[config.mk]
export PLATFORM = sky130hd
export DESIGN_NAME = regfile_wb_arbiter
export DESIGN_NICKNAME = d
export VERILOG_FILES = /design/src/rtl/regfile_wb_arbiter.sv
export SDC_FILE = /design/constraint.sdc
export NUM_CORES = 1
export LEC_CHECK = 0
export ABC_AREA = 1
export BUFFER_PORTS_ARGS = -buffer_cell sky130_fd_sc_hd__buf_2
export CAP_MARGIN = 20
export CELL_PAD_IN_SITES_DETAIL_PLACEMENT = 1
export CELL_PAD_IN_SITES_GLOBAL_PLACEMENT = 1
export CORE_MARGIN = 3
export CORE_UTILIZATION = 34
export CTS_CLUSTER_DIAMETER = 200
export DETAILED_ROUTE_END_ITERATION = 8
export GPL_TIMING_DRIVEN = 1
export HOLD_SLACK_MARGIN = 0.08
export PLACE_DENSITY_LB_ADDON = 0.1
export RECOVER_POWER = 50
export SLEW_MARGIN = 30
export SYNTH_ARGS = -nofsm -noshare
export SYNTH_HDL_FRONTEND = slang
export SYNTH_SLANG_ARGS = --single-unit
[constraint.sdc]
create_clock -name clk -period 4.8 [get_ports clk]
set_input_delay 0.48 -clock clk [delete_from_list [all_inputs] [get_ports clk]]
set_output_delay 0.48 -clock clk [all_outputs]
set_load 0.05 [all_outputs]
[src/rtl/regfile_wb_arbiter.sv]
// Register scoreboard plus round-robin arbiter for the single regfile write port.
// Issue stalls on RAW/WAW; granted writes reach the regfile through a registered stage.
module regfile_wb_arbiter #(
    parameter int DATA_W   = 64,
    parameter int REG_AW   = 5,
    parameter int NUM_REGS = 32
) (
    input  logic                clk,
    input  logic                reset,
    input  logic                iss_valid,
    input  logic                iss_we,
    input  logic [REG_AW-1:0]   iss_dst,
    input  logic [REG_AW-1:0]   iss_src1,
    input  logic [REG_AW-1:0]   iss_src2,
    output logic                iss_ready,
    input  logic                wb0_valid,
    input  logic [REG_AW-1:0]   wb0_reg,
    input  logic [DATA_W-1:0]   wb0_data,
    output logic                wb0_ready,
    input  logic                wb1_valid,
    input  logic [REG_AW-1:0]   wb1_reg,
    input  logic [DATA_W-1:0]   wb1_data,
    output logic                wb1_ready,
    output logic                RegWrite,
    output logic [REG_AW-1:0]   WriteRegister,
    output logic [DATA_W-1:0]   WriteData,
    output logic [NUM_REGS-1:0] busy,
    output logic                err_wb_unbusy
);

    localparam logic [REG_AW-1:0] XZR = REG_AW'(NUM_REGS - 1);

    logic [NUM_REGS-1:0] busy_q, busy_d;
    logic                pref_q, pref_d;
    logic                regwrite_q, regwrite_d;
    logic [REG_AW-1:0]   wreg_q, wreg_d;
    logic [DATA_W-1:0]   wdata_q, wdata_d;
    logic                err_q, err_d;

    logic                iss_fire;
    logic                wb0_gnt, wb1_gnt, gnt;
    logic [REG_AW-1:0]   gnt_reg;
    logic [DATA_W-1:0]   gnt_data;

    always_comb begin
        iss_ready = !reset
                 && !busy_q[iss_src1]
                 && !busy_q[iss_src2]
                 && !(iss_we && busy_q[iss_dst]);
        wb0_ready = !reset && (!pref_q || !wb1_valid);
        wb1_ready = !reset && (pref_q || !wb0_valid);
    end

    assign iss_fire = iss_valid && iss_ready;
    assign wb0_gnt  = wb0_valid && wb0_ready;
    assign wb1_gnt  = wb1_valid && wb1_ready;
    assign gnt      = wb0_gnt || wb1_gnt;
    assign gnt_reg  = wb1_gnt ? wb1_reg : wb0_reg;
    assign gnt_data = wb1_gnt ? wb1_data : wb0_data;

    always_comb begin
        busy_d     = busy_q;
        pref_d     = pref_q;
        regwrite_d = 1'b0;
        wreg_d     = wreg_q;
        wdata_d    = wdata_q;
        err_d      = err_q;

        // Clear first so a same-edge set on the same register wins.
        if (regwrite_q)
            busy_d[wreg_q] = 1'b0;
        if (iss_fire && iss_we && iss_dst != XZR)
            busy_d[iss_dst] = 1'b1;
        busy_d[NUM_REGS-1] = 1'b0;

        if (wb0_valid && wb1_valid && gnt)
            pref_d = wb0_gnt;

        if (gnt) begin
            regwrite_d = (gnt_reg != XZR);
            wreg_d     = gnt_reg;
            wdata_d    = gnt_data;
            if (gnt_reg != XZR && !busy_q[gnt_reg])
                err_d = 1'b1;
        end
    end

    always_ff @(posedge clk) begin
        if (reset) begin
            busy_q     <= '0;
            pref_q     <= 1'b0;
            regwrite_q <= 1'b0;
            wreg_q     <= '0;
            wdata_q    <= '0;
            err_q      <= 1'b0;
        end else begin
            busy_q     <= busy_d;
            pref_q     <= pref_d;
            regwrite_q <= regwrite_d;
            wreg_q     <= wreg_d;
            wdata_q    <= wdata_d;
            err_q      <= err_d;
        end
    end

    assign RegWrite      = regwrite_q;
    assign WriteRegister = wreg_q;
    assign WriteData     = wdata_q;
    assign busy          = busy_q;
    assign err_wb_unbusy = err_q;

endmodule

==> qor.txt <==
Max Clk Rate: 0.3322 GHz
most common cell after layout, fill and taps aside: o21ai_0
core area: 16700 um^2
initial antenna violation count: 0
RSZ-0062 raised after global routing: false
met3 Track Usage GR: 0.06538
max-slew violation count: 38
Pint: 1.473 mW
Area growth syn-to-layout: 26.94%
Cells after Synth: 921
slew margin rel.: -0.2665
Post-synth EDFFs: 0
detailed-route via count: 7344
number of synthesized register bits: 103
final-layout fill cell count: 2345
Clk pwr share: 0.346
outcome: finished with violations
DRC: 0
Boundary Pins: 265
sequential share of power: 0.411
worst path required time: 4.95 ns
row count: 47
met1 usage: 0.3417
Place WS: 1.683 ns
slew at the pin closest to its max-slew limit: 1.900 ns
minimum clock period: 3.010 ns
via-per-instance ratio: 5.376
gr busiest metal: met2
CTS resizes: 0
final setup TNS: 0 ns
Nets: 1300
Overflow after GRT: 0
Syn Nets: 1080
gpl congestion: 0.9105
root buffer cell: clkbuf_16
top_reg_cell synth: dfxtp_1
first-pass GRT wire length: 38.67 mm
initial core utilization: 0.3507
Worst setup SP type: flop
critical path class: reg2reg
Sink Count: 103
layout cell share with drive strength beyond 1: 0.1728
Min Hold Slack: 0.3653 ns
most frequent cells in the layout: o21ai_0, buf_2, nand3_1, nor2_1, nand2_1
CTS buffer count: 9
Diodes inserted: 0
cell area after layout: 7435 um^2
Yosys top cell area share: 0.3521
total of warnings raised by yosys: 0
dominant cell type by area after synthesis: dfxtp_1
Final WS setup: 1.790 ns
hold path start: wb0_data[20]
Die H: 137.3 um
violated checks: max-capacitance violations, max-slew violations
Final ANT Viol Nets: 0
number of max-cap violations: 1
flip-flop and latch area: 2062 um^2
Detailed Place HPWL: 18.76 mm
Reg clk slew, reported paths: 0.07 ns
CP max FO: 28
latest clock arrival within the worst-skew pair: 0.35 ns
Hold Violations, Final: 0
die area: 18840 um^2
largest net degree at the start of global routing: 72
routed len/inst: 18.87 um
register area share after synthesis: 0.3521
Final period util: 0.6271
Worst Setup SP: pref_q
P_leak: 3.089 nW
vias in the first global route: 7051
final wirelength: 25.78 mm
CTS Hold Bufs: 0
area of the multi-input gates: 3246 um^2
worst clock skew: 0.009211 ns
met2 GRT Util: 0.4300
Clock Tree Buf Depth: 2
initial drt markers: 510
IO Port Bufs: 263
overall power: 2.276 mW
endpoint class of the critical path: flop
Tot GR Track Use: 0.2627
power density over the cells: 306.1 nW/um^2
Synth Area per Inst: 6.359 um^2
Distinct cells, synth: 27
placed cell areas: 7252 um^2
reg-to-reg critical path startpoint: pref_q
Mapped Area: 5857 um^2
Initial DRT Pass Iterations: 4
Setup Buffers After CTS: 0
Chip Width: 137.3 um
fraction of registers with async set/reset: 0
peak supply drop: 0.1979 mV
CP arrival: 3.16 ns
Area contributors post-synth: dfxtp_1, o21ai_0, nand3_1
Comb pwr share: 0.243
H-tree depth: 3
sw frac: 0.3528
TritonCTS clock tree: done
net switching power: 802.8 uW
HP Class: in2reg
Final Setup Violations: 0
==> critical path, cell delays in order, from the launching register on <==
cell and delay (ns):
dfxtp_1 0.35, inv_1 0.06, nand2_1 0.16, nand3_2 0.54, inv_1 0.79, nand2_1 0.14
nand2_1 0.19, nand3_1 0.10, nand2_1 0.07, nand2_1 0.05, nand2_1 0.06, inv_1 0.03
nand2_1 0.05, nand2_1 0.04, nand3_1 0.08, a21oi_1 0.06
==> final cells by class <==
class                   instances  area share
flip-flops and latches        103      0.2773
well taps                     220     0.03702
clock inverters                 5    0.008415
inverters                      76     0.03837
repair buffers                272      0.1683
clock buffers                  11     0.03400
multi-input cells             679      0.4366
==> stage by stage <==
step,utilization,cells
4_1_cts,0.4531,1366
5_1_grt,0.4452,1366
3_3_place_gp,0.4342,1350
2_1_floorplan,-,921
3_5_place_dp,0.4342,1350
6_report,0.4452,1366
==> flip-flops by register name (all words and copies together) (netlist names) <==
signal,flops
pref_q,1
RegWrite,1
busy,31
WriteRegister,5
WriteData,64
err_wb_unbusy,1
==> path summary, 6_finish.rpt <==
path | to | slack, ns | cells after the start
setup / recovery | err_wb_unbusy | 1.79 | 15
hold / removal | WriteData[20] | 0.37 | 3
setup reg to reg | err_wb_unbusy | 1.79 | 15
hold reg to reg | err_wb_unbusy | 0.47 | 2
==> cells by family after synthesis <==
kind of cell,Yosys count,synth area share
flip-flops,103,0.3521
buffers and inverters,139,0.09827
other,1,0.0006403
AO/OA/AOI/OAI,260,0.2307
AND/OR/NAND/NOR,418,0.3183
==> cells in the mapped netlist, types with 9 or more instances <==
library cell and count:
a21oi_1 59, buf_2 16, buf_4 9, clkbuf_1 33, dfxtp_1 103, inv_1 73
nand2_1 114, nand3_1 132, nand4_1 37, nor2_1 120, o211ai_1 13, o21ai_0 179
==> power groups by stage <==
stage	Sequential (mW)	Combinational [mW]	Clock [mW]
3_3_place_gp	0.950	0.564	0
5_1_grt	0.941	0.601	0.836
6_report	0.934	0.553	0.788
3_5_place_dp	0.952	0.566	0
4_1_cts	0.933	0.568	0.802
2_1_floorplan	1.12	0.211	0
==> routing by layer <==
| metal | part of all wire | up-vias |
|---|---|---|
| li1 | - | 3581 |
| met4 | 0.030 | 0 |
| met3 | 0.065 | 48 |
| met2 | 0.47 | 243 |
| met1 | 0.44 | 3472 |
| met5 | 0 | - |
Power figures use the tool's default switching activity.
